<file path="src/rtl/vga_scanout_pkg.sv">
// Shared widths and default 640x480@60 raster timing for the iTalos video path.
// The colouriser imports the same package so both sides agree on pixel and coordinate widths.
package vga_scanout_pkg;

  localparam int CH_W    = 3;
  localparam int RGB_W   = 3 * CH_W;
  localparam int COORD_W = 10;

  localparam int DEF_H_ACTIVE = 640;
  localparam int DEF_H_FP     = 16;
  localparam int DEF_H_SYNC   = 96;
  localparam int DEF_H_BP     = 48;
  localparam int DEF_V_ACTIVE = 480;
  localparam int DEF_V_FP     = 10;
  localparam int DEF_V_SYNC   = 2;
  localparam int DEF_V_BP     = 33;

  typedef logic [COORD_W-1:0] coord_t;
  typedef logic [RGB_W-1:0]   rgb_t;

  // Inclusive window test used for the sync pulse decode.
  function automatic logic in_window(coord_t c, coord_t lo, coord_t hi);
    return (c >= lo) && (c <= hi);
  endfunction

endpackage

</file>
<file path="src/rtl/raster_counter.sv">
// Pixel-rate divider plus horizontal/vertical raster counters.
// Every counter advances only on pix_tick; h wraps at H_TOTAL-1 and carries into v.
module raster_counter
  import vga_scanout_pkg::*;
#(
  parameter int CLK_DIV = 2,
  parameter int H_TOTAL = 800,
  parameter int V_TOTAL = 525
) (
  input  logic   clk,
  input  logic   rst_n,
  output logic   pix_tick,
  output coord_t h_cnt,
  output coord_t v_cnt
);

  localparam int DIV_W = (CLK_DIV > 1) ? $clog2(CLK_DIV) : 1;
  localparam logic [DIV_W-1:0] DIV_LAST = DIV_W'(CLK_DIV - 1);
  localparam coord_t H_LAST = coord_t'(H_TOTAL - 1);
  localparam coord_t V_LAST = coord_t'(V_TOTAL - 1);

  logic [DIV_W-1:0] div_cnt;

  // NOTE: gating with rst_n keeps the strobe low while reset is held, even when
  // CLK_DIV=1 makes the divider compare permanently true.
  assign pix_tick = rst_n && (div_cnt == DIV_LAST);

  // NOTE: state registers use non-blocking assignments so every flop samples
  // the pre-edge value of its neighbours.
  always_ff @(posedge clk or negedge rst_n) begin
    if (!rst_n) begin
      div_cnt <= '0;
    end else if (div_cnt == DIV_LAST) begin
      div_cnt <= '0;
    end else begin
      div_cnt <= div_cnt + 1'b1;
    end
  end

  always_ff @(posedge clk or negedge rst_n) begin
    if (!rst_n) begin
      h_cnt <= '0;
      v_cnt <= '0;
    end else if (pix_tick) begin
      if (h_cnt == H_LAST) begin
        h_cnt <= '0;
        v_cnt <= (v_cnt == V_LAST) ? '0 : v_cnt + 1'b1;
      end else begin
        h_cnt <= h_cnt + 1'b1;
      end
    end
  end

endmodule

</file>
<file path="src/rtl/vga_scanout.sv">
// Timing and output stage: raster counters, active-area decode, blanking and
// pixel-aligned registered RGB/hsync/vsync toward the board DAC.
module vga_scanout
  import vga_scanout_pkg::*;
#(
  parameter int   CLK_DIV  = 2,
  parameter int   H_ACTIVE = DEF_H_ACTIVE,
  parameter int   H_FP     = DEF_H_FP,
  parameter int   H_SYNC   = DEF_H_SYNC,
  parameter int   H_BP     = DEF_H_BP,
  parameter int   V_ACTIVE = DEF_V_ACTIVE,
  parameter int   V_FP     = DEF_V_FP,
  parameter int   V_SYNC   = DEF_V_SYNC,
  parameter int   V_BP     = DEF_V_BP,
  parameter logic SYNC_POL = 1'b0
) (
  input  logic               clk,
  input  logic               rst_n,
  input  logic [RGB_W-1:0]   RGB_in,
  output logic [COORD_W-1:0] pixel_x,
  output logic [COORD_W-1:0] pixel_y,
  output logic               video_on,
  output logic               pix_tick,
  output logic               frame_start,
  output logic               hsync,
  output logic               vsync,
  output logic [RGB_W-1:0]   RGB_out
);

  localparam int H_TOTAL = H_ACTIVE + H_FP + H_SYNC + H_BP;
  localparam int V_TOTAL = V_ACTIVE + V_FP + V_SYNC + V_BP;

  localparam coord_t H_VIS = coord_t'(H_ACTIVE);
  localparam coord_t V_VIS = coord_t'(V_ACTIVE);
  localparam coord_t HS_LO = coord_t'(H_ACTIVE + H_FP);
  localparam coord_t HS_HI = coord_t'(H_ACTIVE + H_FP + H_SYNC - 1);
  localparam coord_t VS_LO = coord_t'(V_ACTIVE + V_FP);
  localparam coord_t VS_HI = coord_t'(V_ACTIVE + V_FP + V_SYNC - 1);

  coord_t h_cnt;
  coord_t v_cnt;
  logic   hsync_active;
  logic   vsync_active;

  raster_counter #(
    .CLK_DIV (CLK_DIV),
    .H_TOTAL (H_TOTAL),
    .V_TOTAL (V_TOTAL)
  ) u_raster (
    .clk      (clk),
    .rst_n    (rst_n),
    .pix_tick (pix_tick),
    .h_cnt    (h_cnt),
    .v_cnt    (v_cnt)
  );

  assign pixel_x     = h_cnt;
  assign pixel_y     = v_cnt;
  assign video_on    = (h_cnt < H_VIS) && (v_cnt < V_VIS);
  assign frame_start = pix_tick && (h_cnt == '0) && (v_cnt == '0);

  assign hsync_active = in_window(h_cnt, HS_LO, HS_HI);
  assign vsync_active = in_window(v_cnt, VS_LO, VS_HI);

  // Colour and syncs are captured on the same tick so they share one pixel of latency.
  always_ff @(posedge clk or negedge rst_n) begin
    if (!rst_n) begin
      RGB_out <= '0;
      hsync   <= ~SYNC_POL;
      vsync   <= ~SYNC_POL;
    end else if (pix_tick) begin
      RGB_out <= video_on ? RGB_in : '0;
      hsync   <= hsync_active ? SYNC_POL : ~SYNC_POL;
      vsync   <= vsync_active ? SYNC_POL : ~SYNC_POL;
    end
  end

endmodule

</file>
<file path="config.mk">
export PLATFORM = sky130hd
export DESIGN_NAME = vga_scanout
export DESIGN_NICKNAME = d
export VERILOG_FILES = /design/src/rtl/vga_scanout_pkg.sv /design/src/rtl/raster_counter.sv /design/src/rtl/vga_scanout.sv
export SDC_FILE = /design/constraint.sdc
export NUM_CORES = 1
export LEC_CHECK = 0
export CORE_MARGIN = 3
export CORE_UTILIZATION = 45
export CTS_CLUSTER_SIZE = 10
export DETAILED_ROUTE_END_ITERATION = 10
export PLACE_DENSITY = 0.76
export SLEW_MARGIN = 10
export SYNTH_ARGS = -nofsm -noshare
export SYNTH_HDL_FRONTEND = slang
export SYNTH_SLANG_ARGS = --single-unit
export TNS_END_PERCENT = 20
</file>
<file path="constraint.sdc">
create_clock -name clk -period 2.9 [get_ports clk]
set_input_delay 0.58 -clock clk [delete_from_list [all_inputs] [get_ports clk]]
set_output_delay 0.58 -clock clk [all_outputs]
set_load 0.02 [all_outputs]
</file>
==> out/summary.txt <==
Crit Path Category - flop to output pin
element type at the critical path start - flop
met2 GRT Util - 30.7%
crit path max-delay cell type - dfrtp_1
HP Class - flop to flop
worst vdd ir - 358 µV
mapped cell area - 1630 µm²
worst-skew pair later-pin latency - 340 ps
Post-Synth XOR/XNOR Area - 5.37%
CP endpoint kind - output pin
placer congestion estimate - 0.845
CP bufs+invs - 2
crit-path cells - and3_1 -> and2_1 -> or3b_4 -> inv_1 -> dlygate4sd2_1
Ports - 45
Hold Fails Final Rpt - 0
Max Fanout on Critical Path - 10
CP peak stage delay - 440 ps
total global-route track usage - 19.9%
pin count of the biggest net entering global routing - 35
Final Cell Area - 2180 µm²
fin. max-slew vios - 0
GRT Max-Usage Layer - met2
GR Layer Usage met3 - 5.95%
Comb power frac - 22.3%
DR vias - 1449
met1 global-route usage - 25.4%
Mapped Cells - 173
initial antenna violation count - 0
mux cell area share after synthesis - 1.23%
Yosys warning count - 0
Critical R2R Capture - u_raster.v_cnt[1]
highest clock rate - 382 MHz
setup violators final - 0
main combinational cell family by area after synthesis - simple AND/OR/NAND/NOR gates
Total Die Area - 4380 µm²
post-layout util - 63.8%
die span in y - 66.2 µm
Final Cycle Share - 90.3%
Final Skew - 17.3 ps
IO Port Bufs - 44
CTS root buffer - clkbuf_4
number of global-route vias before repair - 1390
clock sink total - 32
Switching Share - 31.8%
register area share after synthesis - 49.3%
DRC - 0
commonest non-fill, non-tap cells in the layout - 42 x clkdlybuf4s50_1, 32 x nand2_1, 30 x dfrtp_1
WL final - 3.87 mm
syn nets - 188
Sw Pwr - 0.315 mW
DP Area - 2120 µm²
# rows - 21
Power Density - 455 nW/µm²
htree depth - 2
CTS tree - done
Post-CTS Hold Buffers - 0
HP Start - hsync
commonest non-fill, non-tap cell in the layout - clkdlybuf4s50_1
R2R Path Start - u_raster.h_cnt[7]
DR vias/cell - 5.39
Antenna Violating Nets Remaining - 0
core footprint - 3420 µm²
Seq pwr share - 53.8%
r2r setup slk - 1100 ps
complex-gate fraction of the synthesized area - 9.75%
Leak - 0.952 nW
Worst Path Arrival - 2040 ps
DP HPWL - 2.83 mm
WL per Instance - 14.4 µm
footprint of the multi-input gates - 763 µm²
Slew @ Worst Pin - 429 ps
Starting DRT DRC Count - 66
final worst slack - 281 ps
first-pass GRT wire length - 6.52 mm
FFs w/ async S/R, synth - 100%
Max-Slew Margin vs Limit - 71.2%
FF/Latch Area - 803 µm²
Max Root-Sink Buffers - 2
Endpoint, Worst Hold - hsync
drt pass-1 iters - 4
EDFF count, synth - 0
Critical Path RT - 2320 ps
Initial Util - 47.7%
Internal - 0.676 mW
worst slack, placed - 78.8 ps
Nets - 237
Clock Pin Slew Worst Setup and Hold Paths - 100 ps
minimum clock period - 2620 ps
WHS Path Cells - 2
CTS buffer count - 5
status - finished clean
Synth Area in Adders - 3.07%
# Max-Cap Violations - 0
mean post-synth cell area - 9.42 µm²
die width - 66.2 µm
grt ovf - 0
R2R depth - 5
antenna diode count - 0
Yosys reg bits - 32
top_reg_cell synth - dfrtp_1
Cell variety after synth - 34
Area Overhead vs Synth - 33.7%
RSZ-0062 raised after global routing - no
fillcell total - 295
CP top delay family - simple AND/OR/NAND/NOR gates
setup TNS - 0 ps
Clk pwr share - 23.9%
fraction of layout cells with a size suffix above 1 - 8.07%
Post-Synth Simple-Gate Area - 26.9%
worst max path at each step:
stage                           start     endpoint  cells after the start
floorplan           u_raster.v_cnt[6]     video_on                      5
global placement                rst_n  frame_start                      6
detailed placement              rst_n  frame_start                      6
CTS                 u_raster.h_cnt[0]  frame_start                      6
global route        u_raster.v_cnt[6]     video_on                      5
finish              u_raster.v_cnt[6]     video_on                      5
routing by layer:
layer | share of wire [%] | up-vias | routed length (µm)
met1 | 44 | 691 | 1700
met5 | 0 | - | 0
met2 | 47 | 49 | 1820
met4 | 1.9 | 0 | 75
li1 | - | 700 | -
met3 | 7.1 | 9 | 275
per-stage QoR:
stage	std cells	power [mW]	hold slack, ps
global placement	261	0.751	463
detailed placement	261	0.759	471
global route	269	1.06	525
CTS	269	1.00	488
finish	269	0.991	482
floorplan	173	0.642	284
logic make-up (layout without fill, tap and decap cells):
group | after synthesis | count (layout)
AND/OR/NAND/NOR | 82 | 82
XOR/XNOR | 10 | 10
multiplexers | 2 | 2
adder cells (fa/ha/maj) | 4 | 4
AO/OA/AOI/OAI | 28 | 28
flip-flops | 32 | 32
buffers and inverters | 15 | 65
sequential cells by signal, indices dropped and copies added (netlist names):
| name | count |
|---|---|
| u_raster.v_cnt | 10 |
| RGB_out | 9 |
| vsync | 1 |
| u_raster.h_cnt | 10 |
| u_raster.div_cnt | 1 |
| hsync | 1 |
power groups by stage:
| stage | combinational, mW | clock (mW) | sequential [mW] |
|---|---|---|---|
| floorplan | 0.0791 | 0 | 0.563 |
| global placement | 0.213 | 0 | 0.539 |
| detailed placement | 0.218 | 0 | 0.541 |
| CTS | 0.221 | 0.251 | 0.532 |
| global route | 0.239 | 0.275 | 0.542 |
| finish | 0.221 | 0.237 | 0.534 |
cell usage after synthesis (all sizes together), types with 2 or more instances:
cell     n  share of area [%]
xor2     3                1.6
nor3     6                1.8
nand4    9                3.5
mux2i    2                1.2
and2     2               0.77
a21oi    4                1.2
nand2   32                7.4
nand2b   2               0.77
dfstp    2                3.2
clkbuf   3               0.77
inv      9                2.1
nor2     7                1.6
a31oi    2               0.77
and3     5                1.9
ha       4                3.1
dfrtp   30                 46
xnor2    7                3.8
buf      3                1.6
nor4     4                3.4
nand3   10                3.1
o21ai   17                5.2
area by class of cell:
class | count | area share [%]
clock buffer | 7 | 2.07
sequential | 32 | 36.9
clock inverter | 1 | 0.230
timing repair buffer | 48 | 21.6
tap | 46 | 2.64
multi-input combinational | 126 | 35.0
inverter | 9 | 1.55
worst register-to-register path, delay by kind of cell, from the launching register on:
kind                   cells  cell delay, ps
AOI/OAI and AO/OA          1              70
buffers and inverters      1             210
and+or+nand+nor            3             980
DFF                        1             480
repair_timing:
item | in CTS | in global routing
endpoints found under the hold margin | 0 | 0
setup endpoints to repair | 1 | 1
setup buffers | 0 | 0
gates resized for setup | 2 | 2
pin swaps | 0 | 0
(Power assumes the default switching activity.)
==> variant: new RTL, same flow settings <==
`CLK_DIV` is set to 2 in 2 places; all go to 4.
--- a/src/rtl/raster_counter.sv
+++ b/src/rtl/raster_counter.sv
@@ -3,7 +3,7 @@
 module raster_counter
   import vga_scanout_pkg::*;
 #(
-  parameter int CLK_DIV = 2,
+  parameter int CLK_DIV = 4,
   parameter int H_TOTAL = 800,
   parameter int V_TOTAL = 525
 ) (
--- a/src/rtl/vga_scanout.sv
+++ b/src/rtl/vga_scanout.sv
@@ -3,7 +3,7 @@
 module vga_scanout
   import vga_scanout_pkg::*;
 #(
-  parameter int   CLK_DIV  = 2,
+  parameter int   CLK_DIV  = 4,
   parameter int   H_ACTIVE = DEF_H_ACTIVE,
   parameter int   H_FP     = DEF_H_FP,
   parameter int   H_SYNC   = DEF_H_SYNC,
Check against the original RTL: not equivalent (Yosys sat finds a counterexample within 4 cycles, from zero or initial values and one cycle with rst_n low).
==> variant against the unedited design <==
Global-route usage rose by 0.32 points. Sequential cell count rose by 1. Worst setup slack got worse by 0.0058 ns. Total power rose by 11%. Synthesized area rose by 0.54%. Critical path depth fell by 1. Final area rose by 1.4%. Wire length fell by 0.39%. Via count fell by 6.8%. Critical path type unchanged. Die area rose by 0.48%. Clock power rose by 51%.
==> variant: results (changes against the unedited design) <==
[floorplanning]
rows = 21  ; unchanged

[run_status]
status = finished, final reports clean

[global_route]
grt_pass1_wl_um = 6680  ; +2.4%
grt_max_degree = 36  ; +2.9%
track_usage = 0.202  ; +0.00323
grt_pass1_vias = 1397  ; +0.50%

[clock_tree]
clockBufferDepth = 2  ; unchanged
htree_levels = 2  ; unchanged

[power_and_ir_drop]
cellLeakagePower_nw = 0.953  ; +0.12%
p_comb_w = 0.000203  ; -8%
p_switching_w = 0.000289  ; -8.4%
ir_drop_uv = 281  ; -21%
pg_seq_w = 0.000535  ; about the same
powerDensity_nw_per_um2 = 496  ; +9.0%

[route]
wl_um = 3860  ; -0.39%
highest_layer = met4
dr_wl_met2_um = 1730  ; -4.8%
dr_wl_met3_um = 303  ; +10%
drt_iter0_drc = 47  ; -29%
detail_route.vias_per_cell = 5.49  ; +2.0%
wl_per_cell_um = 15.7  ; +8.9%
m1WireLength_um = 1750  ; +3.0%

[synthesis]
synth_area_leaders = dfrtp_1 47%, a22o_1 5.3%, ha_1 3.8%
synthCells = 151  ; -13%
synth_commonest_cells = 31 x dfrtp_1, 16 x nand2_1, 10 x a22o_1, 9 x nand3_1, 9 x nor2_1
synth_nets = 167  ; -11%
ys_types = 40  ; +18%
yosysSeqAreaShare = 0.505  ; +0.0126
yosysWarningCount = 0  ; unchanged

[worst_setup_path]
crit_path_max_fanout = 8  ; -2
cp_slowest_cell = dfrtp_1
regToRegSetupSlack_ns = 1.07  ; -0.03 ns
cp_slowest_stage_delay_ns = 0.49  ; +0.05 ns

[layout]
nets = 215  ; -9.3%
drive_gt1_frac = 0.110  ; +0.0293
fill_cells = 280  ; -5.1%

[placed_design]
dp_slack_ns = 0.167  ; +0.0880 ns
place_congestion = 0.828  ; -1.9%
dp_hpwl_um = 2630  ; -6.9%
dp_cells = 238  ; -8.8%
placed_area_um2 = 2130  ; +0.30%

[sta]
maxSlewHeadroom = 0.651  ; -0.0611
fin_setup_tns_ns = 0  ; unchanged
fin_skew_ns = 0.00697  ; -0.0103 ns
layout_setup_ws_ns = 0.275  ; -0.00581 ns
holdWs_ns = 0.439  ; -0.0428 ns

[variant: cell types whose count changed in the layout (fill, tap and decap cells not counted), sizes merged, moves of 3 or more]
cell | unedited run | this run
and4 | 0 | 7
a22o | 0 | 10
nand4 | 9 | 5
o21ai | 17 | 5
nand2 | 32 | 17
nor3 | 6 | 3
inv | 9 | 5
[variant: kinds of logic (layout without fill, tap and decap cells)]
logic type,count (synthesis),after routing,share of synthesized area
AO/OA/AOI/OAI,24,24,0.108
multiplexers,3,3,0.0221
XOR/XNOR,10,10,0.0534
buffers and inverters,11,60,0.0321
adder cells (fa/ha/maj),5,5,0.0382
AND/OR/NAND/NOR,65,65,0.241
flip-flops,33,33,0.505
[variant: worst paths after layout]
check / start / end / cells after the start
setup / recovery: u_raster.v_cnt[4] / frame_start / 4
hold / removal: u_raster.div_cnt[0] / u_raster.div_cnt[0] / 1
setup reg to reg: u_raster.h_cnt[6] / u_raster.v_cnt[4] / 4
hold reg to reg: u_raster.div_cnt[0] / u_raster.div_cnt[0] / 1
max in group asynchronous: rst_n / vsync / 2
min in group asynchronous: rst_n / u_raster.h_cnt[8] / 2
[variant: final cells by class]
cell class	instances	area, µm²	share of cell area
Clock buffer	7	55.1	0.0249
Timing Repair Buffer	47	462	0.209
Inverter	5	18.8	0.00849
Clock inverter	1	30.0	0.0136
Multi-Input combinational cell	107	758	0.343
Sequential cell	33	828	0.375
Tap cell	46	57.6	0.0260
[variant: timing repair]
item                                    4_1_cts  5_1_grt
hold buffers                                  0        0
endpoints found under the setup margin        1        0
gates resized for setup                       1        0
[variant: per-layer routing]
metal | vias up | global-route usage
met5 | - | 0
met4 | 0 | 0.0838
met3 | 7 | 0.0578
met2 | 56 | 0.306
met1 | 648 | 0.270
li1 | 640 | -
